--- src/rtl/prog_loader.sv ---
// Boot-time program loader: byte stream in, 9-bit words out to instruction RAM.
// Holds the core idle until the XOR checksum of the image matches.
module prog_loader #(
    parameter int D = 8,
    parameter int W = 9
) (
    input  logic         clk,
    input  logic         reset,
    input  logic         load,
    input  logic         in_valid,
    input  logic [7:0]   in_data,
    output logic         in_ready,
    output logic         im_we,
    output logic [D-1:0] im_addr,
    output logic [W-1:0] im_wdata,
    output logic         core_start,
    output logic         busy,
    output logic         err,
    output logic [D-1:0] count
);

    typedef enum logic [2:0] {
        IDLE, LEN, LO, HI, CSUM, DONE, ERR
    } state_t;

    state_t       state, state_nx;
    logic [7:0]   len;
    logic [7:0]   lo;
    logic [7:0]   csum;
    logic         xfer;
    logic         hi_ok;
    logic [D-1:0] count_inc;

    assign in_ready   = (state == LEN) || (state == LO) ||
                        (state == HI)  || (state == CSUM);
    assign busy       = in_ready;
    assign err        = (state == ERR);
    assign core_start = (state == DONE);
    assign xfer       = in_valid & in_ready;
    assign hi_ok      = (in_data[7:1] == 7'd0);
    assign count_inc  = count + 1'b1;

    always_comb begin
        state_nx = state;
        unique case (state)
            IDLE, DONE, ERR: begin
                if (load) state_nx = LEN;
            end
            LEN: begin
                if (xfer) state_nx = (in_data == 8'd0) ? ERR : LO;
            end
            LO: begin
                if (xfer) state_nx = HI;
            end
            HI: begin
                if (xfer) begin
                    if (!hi_ok)
                        state_nx = ERR;
                    else if (count_inc == D'(len))
                        state_nx = CSUM;
                    else
                        state_nx = LO;
                end
            end
            CSUM: begin
                if (xfer) state_nx = (in_data == csum) ? DONE : ERR;
            end
            default: state_nx = IDLE;
        endcase
    end

    // Reset also drops a write queued by an HI byte taken on the same edge.
    always_ff @(posedge clk) begin
        if (reset) begin
            state    <= IDLE;
            len      <= '0;
            lo       <= '0;
            csum     <= '0;
            count    <= '0;
            im_we    <= 1'b0;
            im_addr  <= '0;
            im_wdata <= '0;
        end else begin
            state <= state_nx;
            im_we <= 1'b0;
            unique case (state)
                IDLE, DONE, ERR: begin
                    if (load) begin
                        count <= '0;
                        csum  <= '0;
                    end
                end
                LEN: begin
                    if (xfer) len <= in_data;
                end
                LO: begin
                    if (xfer) begin
                        lo   <= in_data;
                        csum <= csum ^ in_data;
                    end
                end
                HI: begin
                    if (xfer) begin
                        csum <= csum ^ in_data;
                        if (hi_ok) begin
                            im_we    <= 1'b1;
                            im_addr  <= count;
                            im_wdata <= W'({in_data[0], lo});
                            count    <= count_inc;
                        end
                    end
                end
                default: ;
            endcase
        end
    end

endmodule

--- config.mk ---
export PLATFORM = sky130hd
export DESIGN_NAME = prog_loader
export DESIGN_NICKNAME = d
export VERILOG_FILES = /design/src/rtl/prog_loader.sv
export SDC_FILE = /design/constraint.sdc
export NUM_CORES = 1
export LEC_CHECK = 0
export ABC_CLOCK_PERIOD_IN_PS = 4400
export CAP_MARGIN = 0
export CORE_MARGIN = 1
export CORE_UTILIZATION = 55
export CTS_CLUSTER_DIAMETER = 40
export DETAILED_ROUTE_END_ITERATION = 8
export HOLD_SLACK_MARGIN = 0.08
export PLACE_DENSITY = 0.78
export SLEW_MARGIN = 5
export SYNTH_ARGS = -nofsm -noshare
export SYNTH_HDL_FRONTEND = slang
export SYNTH_SLANG_ARGS = --single-unit
export TNS_END_PERCENT = 30
--- constraint.sdc ---
create_clock -name clk -period 4.4 [get_ports clk]
set_input_delay 0.88 -clock clk [delete_from_list [all_inputs] [get_ports clk]]
set_output_delay 0.88 -clock clk [all_outputs]
set_load 0.1 [all_outputs]
==> flow_summary_export.csv, run 1 <==
group,metric,value,unit
global_routing,grt_max_degree,53,
pwr,irDropWorstVdd,276,µV
clocking,postCtsHoldBufs,0,
drt,drc_errors,0,
pwr,pwr-share-seq,0.490,
timing,setup_tns,0,ps
logic_synthesis,yosys.area.top_type_share,0.388,
timing,fin_crit_sh,0.791,
clocking,htreeDepth,2,
logic_synthesis,synth_edf_count,0,
timing,skew,2.26,ps
clocking,clkTransAtPathRegs,100,ps
logic_synthesis,avgSynthCellArea,8.33,µm²
clocking,postCtsSetupBuffers,0,
global_routing,grt_pass1_wl,10000,µm
timing,rsz0062_at_grt,"no",
min_path,whs_path_depth,2,
floorplan,initial_core_util,0.574,
setup_path,crit_path_max_fanout,19,
floorplan,die_w,72.5,µm
logic_synthesis,synth_top_cells_by_area,"dfxtp_1, mux2i_1, nand2_1",
setup_path,reg2reg_depth,6,
pwr,leakage,1.07,nW
logic_synthesis,syn_nets,341,
timing,hold_violations,0,
logic_synthesis,synthArstFlopShare,0,
clocking,cts_resized,0,
clocking,cts.sinks,53,
pwr,combPwrFrac,0.236,
pwr,clock_power_share,0.275,
pwr,p_sw,0.380,mW
clocking,numCtsBuffers,5,
logic_synthesis,synth_warnings,0,
clocking,cts_tree,"yes",
setup_path,crit_chain,"nor2b_1 -> and2_1 -> clkdlybuf4s50_1",
drt,ant_nets,0,
layout,final_nets,367,
global_routing,grt_overflow_total,0,
pwr,power,1.09,mW
timing,period_minus_slack,3480,ps
logic_synthesis,netlist_area,2730,µm²
floorplan,die_h,72.5,µm
drt,wire_per_inst,14.3,µm
setup_path,critPathCaptureType,"primary output",
setup_path,criticalPathCategory,"reg -> out",
logic_synthesis,synth_cell_types,53,
timing,maxSlewViolCount,0,
layout,drive_gt1_frac,0.0845,
setup_path,arrival,2600,ps
logic_synthesis,yosysTopAreaCell,"dfxtp_1",
timing,fmax,287,MHz
pwr,powerDensity,339,nW/µm²
setup_path,cp.depth,3,
run,maxCapViolCount,0,
setup_path,critical_path_required,3520,ps
layout,area_growth,17.8,%
floorplan,row_count,25,
placement,post-dp-hpwl,4140,µm
logic_synthesis,ys_seq_area_frac,0.388,
setup_path,cp_slowest_cell,"clkdlybuf4s50_1",
logic_synthesis,synth_seq_cells,53,
setup_path,critPathLaunchType,"flip-flop",
drt,drt-total-wl,6020,µm
setup_path,critPathTopFamily,"buffers and inverters",
placement,place.gp.congestion,0.827,
timing,setup_viol,0,
layout,diodes,0,
timing,relSlewSlack,0.351,
logic_synthesis,synthCells,328,
pwr,netSwitchingFraction,0.349,
clocking,insertion_delay,310,ps
run_status,status,"finished clean",
drt,viasPerCell,5.60,
global_routing,antenna_found_initial,0,
floorplan,core-area,4750,µm²
timing,timing_worst_slew_pin_value,971,ps
drt,firstDrtPassIters,5,
floorplan,pin_count,42,
drt,routed-via-count,2365,
min_path,hold_class,"reg -> reg",
setup_path,timing.critical_path.buf_inv,1,
logic_synthesis,synth_flop_cell,"dfxtp_1",
drt,drt_iter0_drc,149,
global_routing,grt_pass1_vias,2101,
setup_path,max_stage_delay,1120,ps
placement,port_buffers,41,
pwr,p_int,0.710,mW
global_routing,track_usage,0.246,
floorplan,die-area,5250,µm²
clocking,cts_buffer_depth,2,
clocking,cts-root-buf,"clkbuf_8",
cell usage in the layout (no fill, tap or decap), types with 4 or more instances in the layout:
master	n
inv_1	4
nand2_1	48
clkbuf_8	5
dfxtp_1	53
mux2i_1	18
o21ai_1	9
clkdlybuf4s50_1	40
xnor2_1	9
nor3b_1	4
a21oi_1	31
nand3_1	4
nand3b_1	11
a311oi_2	4
nor2_1	39
o21ai_0	5
xor2_1	11
buf_4	5
per-layer routing:
layer / up-vias / wire, µm / global-route usage
met5: - / 0 / 0
met4: 0 / 75 / 0.0697
met3: 6 / 280 / 0.0486
met2: 53 / 2880 / 0.400
met1: 1126 / 2780 / 0.332
li1: 1180 / - / -
power by group through the flow:
stage	clock [mW]	sequential [mW]	combinational [mW]
6_report	0.299	0.534	0.257
4_1_cts	0.305	0.533	0.258
5_1_grt	0.330	0.539	0.275
2_1_floorplan	0	0.520	0.228
3_5_place_dp	0	0.544	0.257
3_3_place_gp	0	0.542	0.252
cell families (layout without fill, tap and decap cells):
group | after synthesis | in the layout | share of synthesized area
compound gates | 67 | 67 | 0.163
xor+xnor | 20 | 20 | 0.0641
mux | 19 | 19 | 0.0701
fa+ha+maj | 1 | 1 | 0.00458
buf+inv | 31 | 58 | 0.0559
simple gates | 137 | 137 | 0.254
flops | 53 | 53 | 0.388
Yosys cell counts, types with 2 or more instances:
| cell | count |
|---|---|
| dfxtp_1 | 53 |
| nand2_1 | 48 |
| nor2_1 | 39 |
| a21oi_1 | 31 |
| mux2i_1 | 18 |
| buf_2 | 11 |
| nand3b_1 | 11 |
| xor2_1 | 11 |
| clkbuf_1 | 10 |
| o21ai_1 | 9 |
| xnor2_1 | 9 |
| o21ai_0 | 5 |
| a311oi_2 | 4 |
| buf_4 | 4 |
| inv_1 | 4 |
| nand3_1 | 4 |
| nor3b_1 | 4 |
| and3b_1 | 3 |
| nand2_2 | 3 |
| nand2b_1 | 3 |
| nand4_1 | 3 |
| nor2b_1 | 3 |
| a21o_1 | 2 |
| a31oi_1 | 2 |
| and2_1 | 2 |
| and3_1 | 2 |
| nor4_1 | 2 |
| nor4b_1 | 2 |
| o22ai_1 | 2 |
worst register-to-register path: cells and delay by family (launching register included):
| kind | cells | cell delay (ps) |
|---|---|---|
| DFF | 1 | 680 |
| and+or+nand+nor | 4 | 860 |
| buffers and inverters | 1 | 240 |
| AOI/OAI and AO/OA | 1 | 230 |
cell type report:
| type | count | area [µm²] |
|---|---|---|
| inverters | 4 | 15.0 |
| clock inverters | 3 | 28.8 |
| flip-flops and latches | 53 | 1060 |
| repair buffers | 46 | 443 |
| multi-input cells | 244 | 1520 |
| clock buffers | 5 | 68.8 |
| well taps | 67 | 83.8 |
| fillers | 425 | 1540 |
final timing paths:
kind	slack (ps)	from	end
setup / recovery	920	state[2]$_SDFFE_PP0P_	core_start
hold / removal	460	im_addr[5]$_SDFFE_PP0P_	im_addr[5]$_SDFFE_PP0P_
setup reg to reg	2320	state[1]$_SDFFE_PP0P_	count[6]$_SDFFE_PP0P_
hold reg to reg	460	im_addr[5]$_SDFFE_PP0P_	im_addr[5]$_SDFFE_PP0P_
sequential cells by signal, summed over array words and instances, names as in the netlist:
| signal | cells |
|---|---|
| count | 8 |
| im_addr | 8 |
| state | 3 |
| im_we | 1 |
| csum | 8 |
| lo | 8 |
| len | 8 |
| im_wdata | 9 |
stage by stage:
stage | hold WS (ps) | worst slack, ps | instance area, µm² | std cells | util
2_1_floorplan | 431 | 798 | 2730 | 328 | -
3_3_place_gp | 441 | 1360 | 3120 | 414 | 0.656
3_5_place_dp | 449 | 1310 | 3120 | 414 | 0.656
4_1_cts | 464 | 932 | 3220 | 422 | 0.677
5_1_grt | 484 | 816 | 3220 | 422 | 0.677
6_report | 461 | 920 | 3220 | 422 | 0.677
No activity file was read; power rests on OpenSTA's default activity.
==> run 2: changes to the inputs <==
--- a/config.mk
+++ b/config.mk
@@ -5,14 +5,14 @@
 export SDC_FILE = /design/constraint.sdc
 export NUM_CORES = 1
 export LEC_CHECK = 0
-export ABC_CLOCK_PERIOD_IN_PS = 4400
+export ABC_CLOCK_PERIOD_IN_PS = 3470
 export CAP_MARGIN = 0
 export CORE_MARGIN = 1
-export CORE_UTILIZATION = 55
+export CORE_UTILIZATION = 54
 export CTS_CLUSTER_DIAMETER = 40
 export DETAILED_ROUTE_END_ITERATION = 8
 export HOLD_SLACK_MARGIN = 0.08
-export PLACE_DENSITY = 0.78
+export PLACE_DENSITY = 0.77
 export SLEW_MARGIN = 5
 export SYNTH_ARGS = -nofsm -noshare
 export SYNTH_HDL_FRONTEND = slang
==> constraint.sdc (replaced) <==
create_clock -name clk -period 3.47 [get_ports clk]
set_input_delay 0.694 -clock clk [delete_from_list [all_inputs] [get_ports clk]]
set_output_delay 0.694 -clock clk [all_outputs]
set_load 0.1 [all_outputs]
==> run 2 against run 1 <==
Compared with the run above: core utilization down 1.1 points; final area down 0.93%; die area up 1.8%; first-iteration DRC count up 12%; sequential cell count unchanged; clock skew up 6.3 ps; critical path type unchanged; largest cell class unchanged; largest power group unchanged; highest routed layer unchanged.
==> flow_summary_export.csv, run 2 (synthesized netlist as in run 1, its figures left out) <==
group,metric,value,unit
clocking,cts-root-buf,"clkbuf_8",
global_routing,grt_pass1_vias,2163,
clocking,cts_tree,"yes",
floorplan,row_count,25,
pwr,combPwrFrac,0.237,
drt,routed-via-count,2344,
setup_path,crit_chain,"clkdlybuf4s50_1",
setup_path,critPathLaunchType,"flip-flop",
setup_path,max_stage_delay,1150,ps
placement,place.gp.congestion,0.782,
layout,fill_cells,425,
timing,hold_violations,0,
drt,drt-total-wl,5930,µm
global_routing,grt_max_degree,52,
timing,timing_worst_slew_pin_value,980,ps
layout,multi_input_area,1520,µm²
clocking,postCtsHoldBufs,0,
clocking,numCtsBuffers,5,
clocking,cts_resized,0,
placement,postPlaceCellArea,3100,µm²
min_path,whs_path_depth,2,
floorplan,pin_count,42,
floorplan,die_h,73.1,µm
timing,setup_tns,0,ps
timing,relSlewSlack,0.345,
layout,area_growth,16.7,%
setup_path,rrSetupSlack,1350,ps
min_path,min_from,"im_addr[5]$_SDFFE_PP0P_",
clocking,htreeDepth,2,
layout,final_nets,368,
placement,post-dp-hpwl,4050,µm
timing,fin_crit_sh,0.728,
clocking,postCtsSetupBuffers,0,
layout,drive_gt1_frac,0.121,
setup_path,criticalPathCategory,"reg -> out",
timing,period_minus_slack,2530,ps
global_routing,antenna_found_initial,0,
drt,wire_per_inst,14.0,µm
layout,regMostFlops,"im_wdata",
drt,drt_iter0_drc,167,
clocking,insertion_delay,310,ps
setup_path,critPathTopFamily,"buffers and inverters",
pwr,p_int,0.889,mW
global_routing,grt_pass1_wl,10100,µm
setup_path,critPathCaptureType,"primary output",
setup_path,cp_slowest_cell,"clkdlybuf4s50_1",
layout,diodes,0,
layout,largest_reg_flops,9,
timing,fmax,396,MHz
global_routing,grt_overflow_total,0,
layout,final_area,3190,µm²
setup_path,critical_path_required,2780,ps
pwr,powerDensity,425,nW/µm²
clocking,cts_buffer_depth,2,
floorplan,die_w,73.1,µm
placement,port_buffers,41,
setup_path,crit_path_max_fanout,2,
min_path,whs_endpoint,"im_addr[5]$_SDFFE_PP0P_",
layout,layout_common_cells,"dfxtp_1, nand2_1, nor2_1",
pwr,irDropWorstVdd,358,µV
timing,setup_viol,0,
pwr,clock_power_share,0.263,
drt,firstDrtPassIters,4,
clocking,clkTransAtPathRegs,100,ps
timing,maxSlewViolCount,0,
floorplan,core-area,4790,µm²
run_status,status,"finished clean",
setup_path,r2r-end,"count[2]$_SDFFE_PP0P_",
pwr,pwr-share-seq,0.500,
timing,rsz0062_at_grt,"no",
drt,drc_errors,0,
layout,final_core_util,0.666,
setup_path,r2r_start,"state[0]$_SDFFE_PP0P_",
placement,place_inst,415,
drt,viasPerCell,5.54,
setup_path,reg2reg_depth,6,
layout,seq_area,1060,µm²
setup_path,timing.critical_path.buf_inv,1,
drt,ant_nets,0,
setup_path,arrival,1830,ps
layout,final_cells,423,
global_routing,track_usage,0.241,
pwr,leakage,1.10,nW
pwr,p_sw,0.466,mW
timing,skew,8.52,ps
floorplan,initial_core_util,0.571,
timing,setup_ws,944,ps
placement,pre_cts_ws,844,ps
pwr,netSwitchingFraction,0.344,
clocking,cts.sinks,53,
run,maxCapViolCount,0,
min_path,hold_class,"reg -> reg",
layout,final_common_cell,"dfxtp_1",
floorplan,die-area,5350,µm²
==> run 2: cell count changes in the layout (fill, tap and decap cells not counted) <==
| cell | change |
|---|---|
| buf_4 | +13 |
| clkdlybuf4s50_1 | -12 |
| clkinv_2 | +1 |
| clkinv_4 | -1 |
| clkinvlp_4 | +1 |
| inv_8 | -1 |
==> run 2: metrics by stage <==
| stage | hold slack, ps | total power [mW] |
|---|---|---|
| 2_1_floorplan | 431 | 0.949 |
| 3_3_place_gp | 444 | 1.01 |
| 3_5_place_dp | 446 | 1.01 |
| 4_1_cts | 460 | 1.36 |
| 5_1_grt | 474 | 1.42 |
| 6_report | 458 | 1.35 |
==> run 2: how the worst max path moves through the flow <==
stage,end,slack (ps),startpoint,cells past startpoint
floorplan,in_ready,50,state[2]$_SDFFE_PP0P_,4
CTS,im_wdata[3],940,im_wdata[3]$_SDFFE_PP0P_,1
global route,im_wdata[3],910,im_wdata[3]$_SDFFE_PP0P_,1
global placement,count[2]$_SDFFE_PP0P_,910,in_data[4],7
detailed placement,count[2]$_SDFFE_PP0P_,840,in_data[4],7
finish,im_wdata[3],940,im_wdata[3]$_SDFFE_PP0P_,1
==> run 2: layout make-up <==
cell class	count	share of cell area
Multi-Input combinational cell	244	0.476
Inverter	4	0.00471
Tap cell	67	0.0263
Clock buffer	5	0.0216
Sequential cell	53	0.333
Timing Repair Buffer	47	0.132
Clock inverter	3	0.00667
==> run 2: power by group through the flow <==
stage          registers [mW]  clock network, mW  logic, mW
4_1_cts                 0.676              0.363      0.321
3_3_place_gp            0.690                  0      0.316
3_5_place_dp            0.690                  0      0.320
2_1_floorplan           0.659                  0      0.289
5_1_grt                 0.684              0.389      0.347
6_report                0.677              0.356      0.322
==> run 2: per-layer routing <==
layer	wire length, µm	vias to the layer above	global-route usage
met5	0	-	0
met4	35	0	0.0654
met3	222	4	0.0331
met2	2760	44	0.408
met1	2910	1113	0.319
li1	-	1183	-
==> run 2: tightest hold or removal path, delay by kind of cell (launching register included) <==
kind / cells / cell delay, ps
flops: 1 / 320
compound gates: 1 / 50
simple gates: 1 / 50
==> run 3: changes to the inputs <==
--- a/config.mk
+++ b/config.mk
@@ -5,7 +5,7 @@
 export SDC_FILE = /design/constraint.sdc
 export NUM_CORES = 1
 export LEC_CHECK = 0
-export ABC_CLOCK_PERIOD_IN_PS = 3470
+export ABC_CLOCK_PERIOD_IN_PS = 2580
 export CAP_MARGIN = 0
 export CORE_MARGIN = 1
 export CORE_UTILIZATION = 54
==> constraint.sdc (replaced) <==
create_clock -name clk -period 2.58 [get_ports clk]
set_input_delay 0.516 -clock clk [delete_from_list [all_inputs] [get_ports clk]]
set_output_delay 0.516 -clock clk [all_outputs]
set_load 0.1 [all_outputs]
==> run 3 against run 2 <==
Compared with the run above: sequential cell count did not move; global-route usage up 1.7 points; sequential share of layout area decreased by 1.2 points; worst hold slack better by 3.3 ps; critical endpoint is now core_start; first-iteration DRC count fell by 21%; total power rose by 41%; largest cell class unchanged; largest power group unchanged; via count rose by 3.2%; clock-buffer cell count rose by 1; final cell count increased by 3.3%; sequential power grew 30%; critical path depth rose by 3; final area is 3.9% higher.
==> flow_summary_export.csv, run 3 (synthesized netlist as in run 1, its figures left out) <==
group,metric,value,unit
setup_path,reg2reg_depth,6,
clocking,cts_buffer_depth,2,
pwr,power,1.91,mW
layout,largest_reg_flops,9,
clocking,insertion_delay,310,ps
drt,ant_nets,0,
layout,regMostFlops,"im_wdata",
placement,port_buffers,41,
pwr,irDropWorstVdd,435,µV
clocking,numCtsBuffers,5,
setup_path,critPathCapture,"core_start",
floorplan,die-area,5350,µm²
layout,drive_gt1_frac,0.205,
global_routing,track_usage,0.257,
setup_path,crit_path_max_fanout,12,
drt,wire_per_inst,14.7,µm
timing,timing_worst_slew_pin_value,429,ps
layout,final_common_cell,"dfxtp_1",
placement,post-dp-hpwl,4570,µm
global_routing,grt_pass1_wl,10400,µm
drt,firstDrtPassIters,4,
timing,rsz0062_at_grt,"no",
clocking,postCtsHoldBufs,0,
timing,maxSlewViolCount,0,
floorplan,die_w,73.1,µm
clocking,htreeDepth,2,
timing,relSlewSlack,0.712,
timing,skew,5.33,ps
timing,setup_tns,0,ps
run,maxCapViolCount,0,
layout,final_cells,437,
clocking,postCtsSetupBuffers,0,
setup_path,critPathCaptureType,"primary output",
clocking,cts-root-buf,"clkbuf_8",
floorplan,row_count,25,
pwr,leakage,1.23,nW
drt,drt-total-wl,6410,µm
clocking,clkTransAtPathRegs,100,ps
timing,period_minus_slack,2130,ps
setup_path,r2r-end,"count[0]$_SDFFE_PP0P_",
setup_path,critical_path_required,2060,ps
clocking,cts.sinks,53,
placement,place_inst,429,
setup_path,criticalPathCategory,"reg -> out",
timing,fin_crit_sh,0.826,
floorplan,pin_count,42,
placement,place.gp.congestion,0.825,
setup_path,arrival,1610,ps
global_routing,grt_max_degree,39,
setup_path,rrSetupSlack,670,ps
clocking,cts_resized,0,
setup_path,r2r_start,"state[2]$_SDFFE_PP0P_",
clocking,cts_tree,"yes",
floorplan,core-area,4790,µm²
min_path,hold_class,"reg -> reg",
drt,drt_iter0_drc,132,
layout,final_core_util,0.692,
layout,final_nets,382,
layout,layout_common_cells,"dfxtp_1, nand2_1, buf_4",
setup_path,cp-startpoint,"state[2]$_SDFFE_PP0P_",
drt,viasPerCell,5.54,
drt,drc_errors,0,
layout,area_growth,21.3,%
setup_path,critPathLaunchType,"flip-flop",
floorplan,initial_core_util,0.571,
global_routing,grt_overflow_total,0,
global_routing,grt_pass1_vias,2115,
run_status,status,"finished clean",
drt,routed-via-count,2420,
timing,setup_viol,0,
pwr,powerDensity,578,nW/µm²
global_routing,antenna_found_initial,0,
floorplan,die_h,73.1,µm
layout,diodes,0,
timing,hold_violations,0,
min_path,min_from,"lo[1]$_SDFFE_PP0P_",
timing,fmax,470,MHz
[run 3: changes by cell type in the layout (fill, tap and decap cells not counted), sizes merged]
| cell | change |
|---|---|
| clkinvlp | -1 |
| clkbuf | +1 |
| clkdlybuf4s50 | -18 |
| inv | -1 |
| clkinv | +1 |
| buf | +32 |
[run 3: routing by layer]
| metal | wire (µm) | vias to the layer above | global-route usage |
|---|---|---|---|
| met5 | 0 | - | 0 |
| met3 | 204 | 12 | 0.0456 |
| li1 | - | 1206 | - |
| met2 | 3000 | 47 | 0.404 |
| met4 | 129 | 0 | 0.107 |
| met1 | 3080 | 1155 | 0.347 |
[run 3: how the worst min path moves through the flow]
stage / to / slack, ps / depth (start not counted)
floorplan: im_wdata[0]$_SDFFE_PP0P_ / 430 / 2
global placement: im_wdata[7]$_SDFFE_PP0P_ / 440 / 2
detailed placement: im_wdata[5]$_SDFFE_PP0P_ / 450 / 2
CTS: im_wdata[7]$_SDFFE_PP0P_ / 460 / 2
global route: im_addr[5]$_SDFFE_PP0P_ / 470 / 2
finish: im_wdata[1]$_SDFFE_PP0P_ / 460 / 2
[run 3: final cells by class]
| class | instances | area (µm²) |
|---|---|---|
| multi-input combinational | 244 | 1530 |
| fill | 410 | 1470 |
| sequential | 53 | 1060 |
| timing repair buffer | 61 | 531 |
| tap | 67 | 83.8 |
| clock buffer | 6 | 82.6 |
| inverter | 4 | 15.0 |
| clock inverter | 2 | 13.8 |
[run 3: worst max-delay path, cell delays in order (launching register included)]
cell     delay [ps]
dfxtp_1         460
buf_4           230
nor2b_1         230
and2_1          200
buf_12          180
[run 3: power by group]
part           switching [mW]  internal, mW  total [mW]  leakage [nW]
combinational           0.335         0.208       0.542         0.749
sequential             0.0259         0.853       0.879         0.428
clock                   0.276         0.218       0.494        0.0512
total                   0.636          1.28        1.91          1.23
[run 3: metrics by stage]
stage / worst slack, ps / hold WS, ps / instance area, µm²
floorplan: 61.0 / 431 / 2740
global route: 340 / 472 / 3310
CTS: 450 / 464 / 3310
finish: 450 / 461 / 3310
global placement: 220 / 443 / 3220
detailed placement: 175 / 447 / 3220
==> patch 1, RTL diff (config.mk and constraints of run 3) <==
The 7 states of `state_t` get a one-hot encoding in 7 bits.
--- a/src/rtl/prog_loader.sv
+++ b/src/rtl/prog_loader.sv
@@ -19,8 +19,8 @@
     output logic [D-1:0] count
 );
 
-    typedef enum logic [2:0] {
-        IDLE, LEN, LO, HI, CSUM, DONE, ERR
+    typedef enum logic [6:0] {
+        IDLE = 7'b0000001, LEN = 7'b0000010, LO = 7'b0000100, HI = 7'b0001000, CSUM = 7'b0010000, DONE = 7'b0100000, ERR = 7'b1000000
     } state_t;
 
     state_t       state, state_nx;
Formal check against the unedited RTL: no difference found for any inputs over 10 cycles, from zero or initial values and one cycle with reset high; not proved beyond that.
==> patch 1 against run 3 <==
Via count up 7.8%. Wire length is 2.6% higher. Sequential cell count rose by 4. Worst setup slack got worse by 0.27 ns. Area after synthesis shrank 1.0%. Count of clock-buffer cells in the layout increased by 5. Cell area grew 4.8%. Largest cell class unchanged.
Power is not compared: it rests on default switching activity, and its combinational part moved more than twofold at a synthesized area within 25%.
==> patch 1: results (changes against run 3) <==
| Metric | Value |
|---|---|
| WHS | `0.456 ns (-0.00505 ns)` |
| Vias in the first global route | `2405 (+14%)` |
| DP Area | `0.00323 mm2 (+0.54%)` |
| Total length of routed met3 wires | `353 um (+73%)` |
| Clock transition at the registers of the reported paths | `0.07 ns (-0.03 ns)` |
| Hold Path Origin | `im_addr[5]` |
| Data buffer area share | `15.4% (-0.59 points)` |
| Share of layout cells above drive strength 1 | `18.3% (-2.2 points)` |
| Worst R2R End | `count[7]` |
| Grt met1 use | `36.3% (+1.7 points)` |
| CP startpoint | `state[3]` |
| Largest net degree at the start of global routing | `24 (-38%)` |
| NumNets Final | `406 (+6.3%)` |
| Post-synthesis sequential area ratio | `42.2% (+3.4 points)` |
| Reg-to-reg critical path startpoint | `state[1]` |
| Syn_area_per_cell | `7.84 um2 (-5.9%)` |
| Final RePlAce weighted congestion | `0.837 (+1.5%)` |
| Initial DRC Count | `182 (+38%)` |
| GR met2 Demand/Resource | `43.8% (+3.4 points)` |
| Met1 wire length | `2.94 mm (-4.6%)` |
| Slew margin rel. | `63.3% (-7.8 points)` |
| Met2 WL post-DR | `3.18 mm (+6.2%)` |
| # fillers | `385 (-6.1%)` |
| Worst Skew | `0.00506 ns (-0.000269 ns)` |
| Inverter count | `7 (+3)` |
| Synth Net Count | `358 (+5.0%)` |
| Top post-synthesis cells by count | `58 x nand2_1, 57 x dfxtp_1, 54 x a21oi_1` |
| Slowest stage delay, CP | `0.48 ns (+0.02 ns)` |
| HPWL Detailed | `4.54 mm (-0.70%)` |
| Final-layout clock buffer total | `11 (+5)` |
| Global-route wire length before repair | `11.2 mm (+7.3%)` |
| Synth top area cells | `dfxtp_1 42%, a21oi_1 10%, nand2_1 8.1%` |
| Post-synth cell types | `47 (-11%)` |
| Status | `complete, no violations` |
| CP arrival | `1.88 ns (+0.27 ns)` |
| Worst min-delay path endpoint | `im_addr[5]` |
| Worst reg-to-reg setup slack | `0.22 ns (-0.45 ns)` |
| Worst Reg-to-Reg Cells | `7 (+1)` |
| Multi-In Gates | `258 (+5.7%)` |
| Non-filler instance count after layout | `465 (+6.4%)` |
| Met3 Resource Use GR | `5.52% (+0.97 points)` |
| Crit path capture | `in_ready` |
[patch 1: cell count changes after synthesis, moves of 4 or more]
cell             run 3  this run
mux2i_1             18         3
nand3_1              4        22
a311oi_2             4         0
a21oi_1             31        54
dfxtp_1             53        57
nor2_1              39        24
clkbuf_1            10        17
o21ai_0              5        14
nand2_1             48        58
buf_2               11         4
nor3_1               1         6
o21ai_1              9         0
[patch 1: power groups by stage]
stage / combinational (mW) / clock (mW) / sequential [mW]
after CTS: 0.211 / 1.02 / 0.902
after global placement: 0.208 / 0 / 0.922
after detailed placement: 0.209 / 0 / 0.922
after floorplan: 0.129 / 0 / 0.919
final: 0.212 / 1.01 / 0.903
after global routing: 0.229 / 1.06 / 0.905
[patch 1: logic make-up after synthesis]
group	Yosys count	share of synthesized area [%]
compound gates	85	17.7
xor+xnor	20	6.48
fa+ha+maj	1	0.463
buf+inv	30	4.77
flops	57	42.2
mux	3	1.11
simple gates	149	27.3
==> patch 2, RTL diff (config.mk and constraints of run 3) <==
Made on the original files. Set the parameter `W` to 8 (it was 9).
--- a/src/rtl/prog_loader.sv
+++ b/src/rtl/prog_loader.sv
@@ -2,7 +2,7 @@
 // Holds the core idle until the XOR checksum of the image matches.
 module prog_loader #(
     parameter int D = 8,
-    parameter int W = 9
+    parameter int W = 8
 ) (
     input  logic         clk,
     input  logic         reset,
Ports: changed (resized im_wdata); port bits go from 42 to 41. No check against the original RTL was run, so the function may have changed too.
==> patch 2 against run 3 <==
Sequential cell count down 1. Worst setup slack worse by 0.039 ns. Utilization up 0.30 points. Area after synthesis down 4.6%. Global-route usage down 0.60 points. Wire length down 4.6%. Die area down 4.5%. Cell area down 5.5%.
Power is not compared: it rests on default switching activity, and its combinational part moved more than twofold at a synthesized area within 25%.
==> patch 2: results (changes against run 3) <==
| Metric | Value |
|---|---|
| Clk_lat worst skew | `0.31 ns (about the same)` |
| Critical Path Fanout Max | `17 (+5)` |
| # fillers | `400 (-2.4%)` |
| Input/output buffers | `40 (-2.4%)` |
| Worst R2R End | `state[2]` |
| Share of layout cells above drive strength 1 | `17.8% (-2.8 points)` |
| LEAKAGE | `1.14 nW` |
| Post-synth cell types | `49 (-7.5%)` |
| Vias in the first global route | `2145 (+1.4%)` |
| Antenna cells | `0 (unchanged)` |
| Clock Tree Root | `clkbuf_8` |
| Synth Net Count | `342 (+0.29%)` |
| Cell family with most CP delay | `flip-flops` |
| Htree depth | `2 (unchanged)` |
| Vias | `2418 (-0.083%)` |
| Crit path capture | `busy` |
| Place WS | `0.159 ns (-0.0152 ns)` |
| Final wirelength | `6.11 mm (-4.6%)` |
| DRT Pass-1 Iters | `4 (unchanged)` |
| Hold Path Origin | `im_addr[3]` |
| Total Routing Usage GR | `25.1% (-0.60 points)` |
| Worst reg-to-reg setup slack | `0.62 ns (-0.05 ns)` |
| Slew margin rel. | `60.0% (-11 points)` |
| Fin crit period | `2.17 ns (+0.0391 ns)` |
| Asr flop ratio synth | `0% (unchanged)` |
| Inst Count DP | `410 (-4.4%)` |
| Reg-to-reg critical path startpoint | `count[2]` |
| Clock Tree Buf Depth | `2 (unchanged)` |
| Cts repair resizes | `0 (unchanged)` |
| Postcts setup bufs | `0 (unchanged)` |
| Seq pwr | `0.842 mW` |
| Synth top area cells | `dfxtp_1 40%, nand2_1 8.5%, a21oi_1 8.3%` |
| Initial DRC Count | `192 (+45%)` |
| Slowest stage delay, CP | `0.66 ns (+0.20 ns)` |
| Sw Pwr | `0.460 mW` |
| NumNets Final | `378 (-1.0%)` |
| Critical path endpoint category | `output pin` |
| CP startpoint | `state[1]` |
| CP arrival | `1.65 ns (+0.04 ns)` |
| Status | `complete, no violations` |
| Final RePlAce weighted congestion | `0.822 (-0.38%)` |
| Clock net power | `0.487 mW` |
| Syn. warnings | `0 (unchanged)` |
| Top post-synthesis cells by count | `59 x nand2_1, 52 x dfxtp_1, 43 x a21oi_1` |
| Largest net degree at the start of global routing | `43 (+10%)` |
| Worst Skew | `0.00419 ns (-0.00113 ns)` |
| Worst path slowest cell | `dfxtp_1` |
| Worst Reg-to-Reg Cells | `5 (-1)` |
| Vias/cell | `5.78 (+4.5%)` |
| Peak VDD IR | `0.000358 V` |
| Post-Synthesis Cells | `329 (+0.30%)` |
| Antenna violations before repair | `0 (unchanged)` |
| Clock transition at the registers of the reported paths | `0.10 ns (about the same)` |
| Min-Delay Path Class | `register to register` |
| HPWL Detailed | `4.30 mm (-6.0%)` |
| Top_reg_cell synth | `dfxtp_1` |
| Global-route wire length before repair | `10.1 mm (-3.0%)` |
| CTS Buf Count | `5 (unchanged)` |
| Post-synthesis sequential area ratio | `40.0% (+1.1 points)` |
==> patch 2: routing by layer <==
metal	GRT usage, %	vias up	share of wire, %	routed length [um]
met5	0	-	0	0
met4	6.10	0	0.87	53
met3	5.06	5	4.5	273
met2	41.4	74	48	2930
met1	34.1	1124	47	2860
li1	-	1215	-	-
==> patch 2: area by class of cell <==
class                      count  area [um2]  area share, %
multi-input combinational    248        1440           46.0
sequential                    52        1040           33.3
timing repair buffer          53         470           15.0
clock buffer                   5        68.8           2.20
tap                           52        65.1           2.08
clock inverter                 3        27.5          0.879
inverter                       5        18.8          0.600
==> patch 2: worst min-delay path by stage <==
stage                             end  cells after the start
after floorplan           im_wdata[0]                      2
after detailed placement   im_addr[3]                      2
after CTS                 im_wdata[2]                      2
after global placement    im_wdata[1]                      2
final                      im_addr[3]                      2
after global routing      im_wdata[3]                      2
==> patch 2: stage by stage <==
stage | util [%] | setup TNS, ns | instance area (um2) | hold WS, ns | total power, mW
global placement | 67.4 | 0 | 3030 | 0.442 | 1.10
global route | 69.5 | 0 | 3130 | 0.475 | 1.65
CTS | 69.5 | 0 | 3130 | 0.460 | 1.58
floorplan | - | -0.166 | 2610 | 0.431 | 1.01
detailed placement | 67.4 | 0 | 3030 | 0.449 | 1.10
finish | 69.5 | 0 | 3130 | 0.458 | 1.57
==> patch 2: cell families (layout without fill, tap and decap cells) <==
kind of cell | Yosys count | count (layout) | share of synthesized area [%]
DFF | 52 | 52 | 40.0
xor gates and xnor gates | 18 | 18 | 6.05
muxes | 9 | 9 | 3.51
adders and majority gates | 1 | 1 | 0.480
and+or+nand+nor | 140 | 140 | 26.5
AOI/OAI and AO/OA | 80 | 80 | 18.4
buffers and inverters | 29 | 66 | 5.09
